==> src/rtl/pll_pkg.sv <==
// Shared types and clock-ratio constants for the PLL lock detector and its benches.
package pll_pkg;

   typedef enum logic [1:0] {
      IDLE  = 2'd0,
      COUNT = 2'd1,
      EVAL  = 2'd2
   } lockdet_state_t;

   // Nominal bench clocking: 100 MHz sampling clock, 2.5 MHz reference.
   localparam int unsigned CLK_PERIOD_NS = 10;
   localparam int unsigned REF_PERIOD_NS = 400;
   localparam int unsigned REF_CLK_RATIO = REF_PERIOD_NS / CLK_PERIOD_NS;

   // Subtraction that floors at zero, for tolerance limits.
   function automatic int unsigned sat_sub(input int unsigned a, input int unsigned b);
      return (a > b) ? (a - b) : 0;
   endfunction

endpackage

==> src/rtl/pll_lock_detect_edge_sync.sv <==
// Two-flop synchronizer followed by a registered rising-edge detector.
module edge_sync (
   input  logic clk,
   input  logic rst_n,
   input  logic async_i,
   output logic rise_o
);

   logic s1_q, s2_q, dly_q, rise_q;

   // Synchronize the asynchronous input and emit a one-cycle pulse on its rising edge.
   always_ff @(posedge clk or negedge rst_n) begin
      if (!rst_n) begin
         s1_q   <= 1'b0;
         s2_q   <= 1'b0;
         dly_q  <= 1'b0;
         rise_q <= 1'b0;
      end else begin
         s1_q   <= async_i;
         s2_q   <= s1_q;
         dly_q  <= s2_q;
         rise_q <= s2_q & ~dly_q;
      end
   end

   assign rise_o = rise_q;

endmodule

==> src/rtl/pll_lock_detect.sv <==
// Frequency lock detector: counts feedback edges per window of reference edges.
module pll_lock_detect
   import pll_pkg::*;
#(
   parameter int unsigned WIN_REF   = 8,
   parameter int unsigned TOL       = 1,
   parameter int unsigned LOCK_WINS = 4,
   parameter int unsigned TIMEOUT   = 256,
   parameter int unsigned CW        = 8
) (
   input  logic          clk,
   input  logic          rst_n,
   input  logic          ref_in,
   input  logic          clk_fb,
   output logic          locked,
   output logic          fast,
   output logic          slow,
   output logic          ref_lost,
   output logic          win_done,
   output logic [CW-1:0] fb_count
);

   localparam int unsigned RW = $clog2(WIN_REF + 1);
   localparam int unsigned GW = $clog2(LOCK_WINS + 1);
   localparam int unsigned WW = $clog2(TIMEOUT + 1);
   localparam int unsigned XW = CW + 1;
   localparam logic [XW-1:0] HI_LIM = XW'(WIN_REF + TOL);
   localparam logic [XW-1:0] LO_LIM = XW'(sat_sub(WIN_REF, TOL));

   logic           ref_rise, fb_rise;
   lockdet_state_t state_q, state_d;
   logic [RW-1:0]  ref_cnt_q, ref_cnt_d;
   logic [CW-1:0]  fb_cnt_q, fb_cnt_d, fb_inc;
   logic [GW-1:0]  good_cnt_q, good_cnt_d;
   logic [WW-1:0]  wd_q, wd_d;
   logic [CW-1:0]  fb_count_q, fb_count_d;
   logic           fast_q, fast_d, slow_q, slow_d;
   logic           locked_q, locked_d, ref_lost_q, ref_lost_d;
   logic           win_fast, win_slow, timeout_hit;

   edge_sync u_ref_sync (
      .clk     (clk),
      .rst_n   (rst_n),
      .async_i (ref_in),
      .rise_o  (ref_rise)
   );

   edge_sync u_fb_sync (
      .clk     (clk),
      .rst_n   (rst_n),
      .async_i (clk_fb),
      .rise_o  (fb_rise)
   );

   // State, counters and registered outputs.
   always_ff @(posedge clk or negedge rst_n) begin
      if (!rst_n) begin
         state_q    <= IDLE;
         ref_cnt_q  <= '0;
         fb_cnt_q   <= '0;
         good_cnt_q <= '0;
         wd_q       <= '0;
         fb_count_q <= '0;
         fast_q     <= 1'b0;
         slow_q     <= 1'b0;
         locked_q   <= 1'b0;
         ref_lost_q <= 1'b0;
      end else begin
         state_q    <= state_d;
         ref_cnt_q  <= ref_cnt_d;
         fb_cnt_q   <= fb_cnt_d;
         good_cnt_q <= good_cnt_d;
         wd_q       <= wd_d;
         fb_count_q <= fb_count_d;
         fast_q     <= fast_d;
         slow_q     <= slow_d;
         locked_q   <= locked_d;
         ref_lost_q <= ref_lost_d;
      end
   end

   // Window FSM, window evaluation, lock qualification and reference watchdog.
   always_comb begin
      state_d    = state_q;
      ref_cnt_d  = ref_cnt_q;
      fb_cnt_d   = fb_cnt_q;
      good_cnt_d = good_cnt_q;
      fb_count_d = fb_count_q;
      fast_d     = fast_q;
      slow_d     = slow_q;
      locked_d   = locked_q;
      ref_lost_d = ref_lost_q;

      // Count including a feedback edge in this cycle, so the closing cycle is not lost.
      fb_inc   = (fb_rise && (fb_cnt_q != '1)) ? fb_cnt_q + CW'(1) : fb_cnt_q;
      win_fast = {1'b0, fb_inc} > HI_LIM;
      win_slow = {1'b0, fb_inc} < LO_LIM;

      wd_d        = ref_rise ? '0 : ((wd_q == WW'(TIMEOUT)) ? wd_q : wd_q + WW'(1));
      timeout_hit = !ref_rise && (wd_q >= WW'(TIMEOUT - 1));

      if (ref_rise) begin
         ref_lost_d = 1'b0;
      end

      case (state_q)
         IDLE: begin
            if (ref_rise) begin
               ref_cnt_d = '0;
               fb_cnt_d  = '0;
               state_d   = COUNT;
            end
         end
         COUNT, EVAL: begin
            // EVAL lasts one cycle but keeps counting into the window that just opened.
            state_d  = COUNT;
            fb_cnt_d = fb_inc;
            if (ref_rise) begin
               if (ref_cnt_q == RW'(WIN_REF - 1)) begin
                  fb_count_d = fb_inc;
                  fast_d     = win_fast;
                  slow_d     = win_slow;
                  ref_cnt_d  = '0;
                  fb_cnt_d   = '0;
                  state_d    = EVAL;
                  if (!win_fast && !win_slow) begin
                     if (good_cnt_q != GW'(LOCK_WINS)) begin
                        good_cnt_d = good_cnt_q + GW'(1);
                     end
                     locked_d = (good_cnt_d == GW'(LOCK_WINS));
                  end else begin
                     good_cnt_d = '0;
                     locked_d   = 1'b0;
                  end
               end else begin
                  ref_cnt_d = ref_cnt_q + RW'(1);
               end
            end
         end
         default: state_d = IDLE;
      endcase

      if (timeout_hit) begin
         ref_lost_d = 1'b1;
         locked_d   = 1'b0;
         good_cnt_d = '0;
         fast_d     = 1'b0;
         slow_d     = 1'b0;
         state_d    = IDLE;
      end
   end

   assign locked   = locked_q;
   assign fast     = fast_q;
   assign slow     = slow_q;
   assign ref_lost = ref_lost_q;
   assign win_done = (state_q == EVAL);
   assign fb_count = fb_count_q;

endmodule
==> config.mk <==
export PLATFORM = sky130hd
export DESIGN_NAME = pll_lock_detect
export DESIGN_NICKNAME = d
export VERILOG_FILES = /design/src/rtl/pll_pkg.sv /design/src/rtl/pll_lock_detect_edge_sync.sv /design/src/rtl/pll_lock_detect.sv
export SDC_FILE = /design/constraint.sdc
export NUM_CORES = 1
export LEC_CHECK = 0
export ABC_AREA = 0
export CAP_MARGIN = 0
export CELL_PAD_IN_SITES_DETAIL_PLACEMENT = 1
export CELL_PAD_IN_SITES_GLOBAL_PLACEMENT = 2
export CORE_MARGIN = 4
export CORE_UTILIZATION = 41
export DETAILED_ROUTE_END_ITERATION = 6
export PLACE_DENSITY_LB_ADDON = 0.15
export SYNTH_ARGS = -nofsm -noshare
export SYNTH_HDL_FRONTEND = slang
export SYNTH_SLANG_ARGS = --single-unit
export TNS_END_PERCENT = 100
==> constraint.sdc <==
create_clock -name clk -period 6.7 [get_ports clk]
set_clock_uncertainty 0.1 [all_clocks]
set_input_delay 2.01 -clock clk [delete_from_list [all_inputs] [get_ports clk]]
set_output_delay 2.01 -clock clk [all_outputs]
set_load 0.005 [all_outputs]
; Word level (Yosys, flattened, before mapping)
; Cells that the tools add are included.
[totals]
input_bits = 4
output_inout_bits = 13
rom_bits = 0
ram_bits = 0
mem_count = 0
regBits = 46
latch_bits = 0
[classes]
div_mod_pow = 0
n_mul = 0
n_eq_ne = 11
n_lt_le_gt_ge = 3
n_shift = 0
add_sub_neg = 4
n_reduce_logical = 16
mux = 41
n_bitwise = 4
[ops]
columns = operator, count
row1 = $mux W8, 4
row2 = $mux W3, 10
row3 = $mux W9, 2
row4 = $pmux W8 S2, 1
row5 = $mux W1, 15
row6 = $mux W4, 3
row7 = $add A9 B1 Y9 const B, 1
row8 = $eq A9 B9 Y1 const B, 1
row9 = $ge A9 B8 Y1 const B, 1
row10 = $reduce_and A3 Y1, 3
row11 = $add A8 B1 Y8 const B, 1
row12 = $gt A8 B4 Y1 const B, 1
row13 = $lt A8 B3 Y1 const B, 1
row14 = $mux W2, 4
row15 = $ne A8 B8 Y1 const B, 1
row16 = $pmux W4 S2, 1
row17 = $reduce_bool A2 Y1, 4
row18 = $ne A2 B1 Y1 const B, 3
row19 = $add A4 B1 Y4 const B, 1
row20 = $eq A4 B3 Y1 const B, 1
row21 = $pmux W2 S2, 1
row22 = $add A3 B1 Y3 const B, 1
row23 = $eq A3 B3 Y1 const B, 1
row24 = $logic_and A1 B1 Y1, 3
row25 = other kinds (10), 14

; Logic depth before layout (Yosys ltp)
; Gate-level depths: netlist (run 1).
[logic_depth]
ltp_word = 16
ltp_mapped = 9

; Modules after synthesis
; Synthesis (run 1) repeated with hierarchy kept, for this count alone.
[hier_totals]
hier_cells = 249
hier_area_um2 = 2382.3
[modules_own_cells]
columns = mod, area_per_inst_um2, n_inst, cells_per_inst, seq_area_each_um2
row1 = pll_lock_detect, 2154.6, 1, 239, 950.9
row2 = edge_sync, 113.9, 2, 5, 100.1

; Least setup slack after synthesis (run 1)
; OpenSTA, ideal clock, no wires.
[synth_timing]
path_type = reg2out
start = register state_q[0]
end = output win_done
required_ns = 4.590
arrival_ns = 0.591
path_stages_with_launch = 3
setup_slack_ns = 3.999
path_cell_list = dfrtp_1 inv_1 ha_1
[synth_between]
elab_chain_cells = 1
[synth_rtl]
columns = element, line_no
row1 = start: declaration, pll_lock_detect.sv:31  ; lockdet_state_t state_q, state_d;
row2 = start signal: assignment, pll_lock_detect.sv:69  ; state_q <= state_d;
row3 = $eq A2 B2 Y1, pll_lock_detect.sv:157  ; assign win_done = (state_q == EVAL);
row4 = end: declaration, pll_lock_detect.sv:19  ; output logic win_done,
; No other way between the ends.

; Final worst setup path (run 1)
; Same ends and word-level chain as after synthesis.

==> results of run 1 <==
-- cell type report --
type	instances	area share (%)
Tap cell	75	3.27
Clock inverter	3	1.70
Multi-Input combinational cell	194	45.3
Clock buffer	5	2.40
Sequential cell	46	40.1
Inverter	14	1.83
Timing Repair Buffer	16	5.41
-- per-layer routing --
layer  up-vias  wire (um)  GRT usage [%]
met1       978       2870           23.2
li1        973          -              -
met2        15       2740           26.8
met3         7        105           2.55
met4         0         68           5.02
met5         -          0              0
-- power groups by stage --
| stage | combinational (W) | sequential [W] | clock [W] |
|---|---|---|---|
| 2_1_floorplan | 0.000122 | 0.000329 | 0 |
| 3_3_place_gp | 0.000147 | 0.000344 | 0 |
| 3_5_place_dp | 0.000150 | 0.000344 | 0 |
| 4_1_cts | 0.000151 | 0.000339 | 0.000224 |
| 5_1_grt | 0.000166 | 0.000346 | 0.000237 |
| 6_report | 0.000148 | 0.000339 | 0.000221 |
-- cell usage in the layout, fill, tap and decap left out, drive strengths merged, types with 4 or more instances in the layout --
master | Yosys | layout
xor2 | 4 | 4
inv | 14 | 15
a22o | 7 | 7
dfrtp | 46 | 46
clkbuf | 4 | 5
a21oi | 13 | 13
clkdlybuf4s50 | 0 | 15
mux2 | 4 | 4
or3 | 4 | 4
nor3 | 9 | 9
nand2b | 4 | 4
o21ai | 23 | 23
nor2 | 20 | 20
ha | 10 | 10
nand2 | 31 | 31
nor2b | 6 | 6
nand4 | 4 | 4
nand3 | 8 | 8
-- state kept, by name, indices dropped and copies added (netlist names), 2 cells and up --
signal	cells
wd_q	9
fb_cnt_q	8
fb_count	8
ref_cnt_q	4
good_cnt_q	3
state_q	2
-- logic make-up (layout without fill, tap and decap cells) --
family,Yosys count,after routing
AOI/OAI and AO/OA,69,69
buffers and inverters,26,38
and+or+nand+nor,102,102
xor gates and xnor gates,6,6
DFF,46,46
adders and majority gates,10,10
muxes,7,7
-- worst min path at each step --
stage                        start              to  slack (ns)  cells after the start
floorplan           u_fb_sync.s1_q  u_fb_sync.s2_q        0.23                      0
global placement    u_fb_sync.s1_q  u_fb_sync.s2_q        0.23                      0
detailed placement  u_fb_sync.s1_q  u_fb_sync.s2_q        0.24                      0
CTS                 u_fb_sync.s1_q  u_fb_sync.s2_q        0.26                      0
global route        u_fb_sync.s1_q  u_fb_sync.s2_q        0.26                      0
finish              u_fb_sync.s1_q  u_fb_sync.s2_q        0.26                      0
-- through the flow --
step	power (W)	worst slack [ns]	hold WS [ns]
after floorplan	0.000451	4.00	0.231
after global placement	0.000490	3.51	0.234
after detailed placement	0.000494	3.50	0.236
after CTS	0.000714	3.15	0.259
after global routing	0.000749	3.07	0.263
final	0.000707	3.16	0.258
==> impl_metrics.ini, run 1 <==
[power_and_ir_drop]
internal_power_w = 0.000473
pwr-share-clk_pct = 31.3
max-vdd-ir-drop_mv = 0.118
p_sw_w = 0.000235
switching_share_pct = 33.2
leakagePower_nw = 1.24
p_comb_share_pct = 20.9
power.share.sequential_pct = 47.9
p_per_area_nw_per_um2 = 246

[placement]
place_area_um2 = 2750
dp.cells = 345
io_buffers = 16
dp_hpwl_um = 4130
gp_congestion = 0.771

[logic_synthesis]
ys_seq_area_share_pct = 44.4
synth.most_common_cell = dfrtp_1
avgSynthCellArea_um2 = 9.75
syn_area_um2 = 2590
synth.largest_area_cell = dfrtp_1
synthTopCellsByCount = 46 x dfrtp_1, 31 x nand2_1, 21 x o21ai_0, 19 x nor2_1, 14 x inv_1
synthAdderAreaFrac_pct = 4.83
ys_top_cells_by_area = dfrtp_1 44%, ha_1 4.8%, nand2_1 4.5%
synthCells = 266
ys_types = 56
synthFlopType = dfrtp_1
muxShareOfSynthArea_pct = 2.90
synth-xor-area-share_pct = 2.03
yosys_warnings = 0
postSynth.asyncResetShare_pct = 100
yosysTopAreaCellShare_pct = 44.4
synth_top_family_by_area = simple AND/OR/NAND/NOR gates
synth_compound_area_share_pct = 19.0
synth_seq_cells = 46
synthSimpleGateAreaFrac_pct = 21.4
synth-edff-count = 0
synth_nets = 280

[routing]
drc = 0
vias = 1973
finalWirelength_um = 5780
viasPerCell = 5.59
wl_per_cell_um = 16.4
ant_nets = 0
drt_iter0_drc = 79
firstDrtPassIters = 4

[setup_path]
worst_r2r_path_depth = 5
startpoint = state_q[0]
crit_type = reg2out
required_ns = 4.59
crit_arrival_ns = 1.43
critical_path_cell_count = 3
cp_slowest_stage_delay_ns = 0.49
critPathBufInv = 2
reg2reg_to = good_cnt_q[0]
crit_end = win_done
critPathSlowestCell = clkdlybuf4s50_1
crit_family = buffers and inverters
cp-end-kind = primary output
r2r-start = u_ref_sync.rise_o
critPathMaxFanout = 3
path_cells = inv_1 -> ha_1 -> clkdlybuf4s50_1
r2r_slack_ns = 4.08
critPathLaunchType = flop

[finish]
antenna_cells = 0
fin_cells = 353
syn_to_final_growth_pct = 10.7
nNetsFinal = 291
drive_gt1_share_pct = 8.99
ff_latch_area_um2 = 1150
multi_input_area_um2 = 1300
postLayoutCoreUtil_pct = 47.6
fillers = 709
fin_area_um2 = 2870

[clocking]
clkTransAtPathRegs_ns = 0.10
cts_buffer_depth = 2
cts-buffers-inserted = 5
cts_setup_buffers = 0
cts_tree = yes
cts_resized = 0
htree_levels = 2
cts_root_buf = clkbuf_8
cts.sinks = 46
hold_buffers = 0
insertion_delay_ns = 0.31

[timing]
post-route-period-util_pct = 52.8
rsz0062_at_grt = no
setup_violations = 0
slew_headroom_pct = 31.2
finalHoldViolCount = 0
fmaxAchievable_mhz = 283
slew_viol_final = 0
finalSetupTns_ns = 0
worst_pin_slew_ns = 1.03
min_period_ns = 3.54

[floorplan]
core_um2 = 6030
start_util_pct = 43.0
row_count = 28
ios = 17
die_h_um = 87.5
dieArea_um2 = 7660
die_w_um = 87.5

[global_route]
grt_use_total_pct = 16.7
grt_pass1_wl_um = 10000
grt_pass1_vias = 1978
antenna_found_initial = 0
grt_overflow_total = 0
grt_max_degree = 47

[outcome]
outcome = finished, final reports clean

[flow_run]
max_cap_viol_count = 0

[worst_hold_path]
hold_class = reg2reg
Power figures use the tool's default switching activity.
==> inputs of run 2 (changes only) <==
--- a/config.mk
+++ b/config.mk
@@ -10,7 +10,7 @@
 export CELL_PAD_IN_SITES_DETAIL_PLACEMENT = 1
 export CELL_PAD_IN_SITES_GLOBAL_PLACEMENT = 2
 export CORE_MARGIN = 4
-export CORE_UTILIZATION = 41
+export CORE_UTILIZATION = 38
 export DETAILED_ROUTE_END_ITERATION = 6
 export PLACE_DENSITY_LB_ADDON = 0.15
 export SYNTH_ARGS = -nofsm -noshare
==> constraint.sdc (replaced) <==
create_clock -name clk -period 3.6 [get_ports clk]
set_clock_uncertainty 0.1 [all_clocks]
set_input_delay 1.08 -clock clk [delete_from_list [all_inputs] [get_ports clk]]
set_output_delay 1.08 -clock clk [all_outputs]
set_load 0.005 [all_outputs]
==> run 2 against run 1 <==
Die area up 7.2%. Routed wire length up 5.2%. Global-route usage down 1.3 points. Critical path depth unchanged. Clock-buffer cell count up 2. Hold slack better by 0.011 ns. Highest routed layer unchanged. Power up 76%.
==> impl_metrics.ini, run 2 (synthesized netlist as in run 1, its figures left out) <==
[global_route]
antenna_found_initial = 0
grt_max_degree = 47
grt_use_total_pct = 15.4
grt_pass1_vias = 2033
grt_overflow_total = 0
grt_pass1_wl_um = 10300

[timing]
setup_violations = 0
post-route-period-util_pct = 72.3
finalSetupTns_ns = 0
slew_headroom_pct = 30.0
fmaxAchievable_mhz = 384
slew_viol_final = 0
finalHoldViolCount = 0
min_period_ns = 2.60
rsz0062_at_grt = no
holdWs_ns = 0.269
worst_pin_slew_ns = 1.05

[routing]
drc = 0
ant_nets = 0
wl_per_cell_um = 17.1
viasPerCell = 5.61
vias = 1997
drt_iter0_drc = 67
finalWirelength_um = 6080
firstDrtPassIters = 4

[setup_path]
cp-end-kind = primary output
crit_type = reg2out
startpoint = state_q[0]
crit_arrival_ns = 1.42
r2r-start = fb_cnt_q[0]
required_ns = 2.42
critPathMaxFanout = 3
critPathLaunchType = flop

[power_and_ir_drop]
pwr-share-clk_pct = 27.5
p_sw_w = 0.000420
max-vdd-ir-drop_mv = 0.262
p_comb_share_pct = 22.1
power.share.sequential_pct = 50.5
switching_share_pct = 33.7
leakagePower_nw = 1.23
p_per_area_nw_per_um2 = 436
internal_power_w = 0.000827

[finish]
layout_common_cells = 46 x dfrtp_1, 31 x nand2_1, 21 x o21ai_0
drive_gt1_share_pct = 8.96
largest_register_ffs = 9
largest-register = wd_q
fillers = 754
ff_latch_area_um2 = 1150
syn_to_final_growth_pct = 10.2
fin_cells = 356
mostFrequentLayoutCell = dfrtp_1
multi_input_area_um2 = 1300
nNetsFinal = 292
antenna_cells = 0

[placement]
dp.cells = 348
gp_congestion = 0.813
io_buffers = 16
dp_hpwl_um = 4420

[clocking]
clkTransAtPathRegs_ns = 0.09
cts_buffer_depth = 2
cts-buffers-inserted = 5
cts_resized = 0
cts_tree = yes
insertion_delay_ns = 0.30
cts_root_buf = clkbuf_8
cts.sinks = 46
htree_levels = 2
cts_setup_buffers = 0
hold_buffers = 0

[worst_hold_path]
hold_class = reg2reg
worstHoldStart = u_ref_sync.s1_q

[floorplan]
dieArea_um2 = 8210
row_count = 29
die_h_um = 90.6
start_util_pct = 39.9
ios = 17
die_w_um = 90.6
core_um2 = 6490

[outcome]
outcome = finished, final reports clean

[flow_run]
max_cap_viol_count = 0
run 2: per-stage QoR:
| stage | instance area [um2] | utilization (%) | power, W | setup slack, ns |
|---|---|---|---|---|
| floorplan | 2590 | - | 0.000838 | 1.44 |
| finish | 2860 | 44.0 | 0.00125 | 0.997 |
| detailed placement | 2760 | 42.5 | 0.000916 | 1.16 |
| CTS | 2860 | 44.0 | 0.00126 | 0.978 |
| global placement | 2760 | 42.5 | 0.000914 | 1.23 |
| global route | 2860 | 44.0 | 0.00133 | 0.913 |
run 2: path summary, 6_finish.rpt:
check                           slack, ns              end  cells past startpoint
min in group asynchronous            0.85      fb_count[6]                      1
max in group asynchronous            1.90    good_cnt_q[0]                      1
worst max register to register       1.15    good_cnt_q[0]                      7
worst min-delay path                 0.27  u_ref_sync.s2_q                      0
worst max-delay path                  1.0         win_done                      3
worst min register to register       0.27  u_ref_sync.s2_q                      0
run 2: cell type report:
class	count	area share [%]
inverters	14	1.84
clock inverters	1	0.306
multi-input cells	194	45.5
flip-flops and latches	46	40.3
well taps	77	3.37
repair buffers	17	5.69
clock buffers	7	3.02
run 2: power groups by stage:
stage | Combinational, W | Sequential [W] | Clock [W]
2_1_floorplan | 0.000226 | 0.000612 | 0
3_3_place_gp | 0.000278 | 0.000635 | 0
3_5_place_dp | 0.000278 | 0.000638 | 0
4_1_cts | 0.000279 | 0.000628 | 0.000353
5_1_grt | 0.000312 | 0.000640 | 0.000377
6_report | 0.000275 | 0.000629 | 0.000342
run 2: worst max-delay path, stage by stage (launching register included):
cell	delay, ns
dfrtp_1	0.39
inv_1	0.10
ha_1	0.14
clkdlybuf4s50_1	0.49
run 2: layer usage:
layer  up-vias  routed length, um  track usage, %
li1        973                  -               -
met2        21               2950            25.6
met5         -                  0               0
met1       997               2930            20.3
met4         0                 36            2.93
met3         6                156            4.08
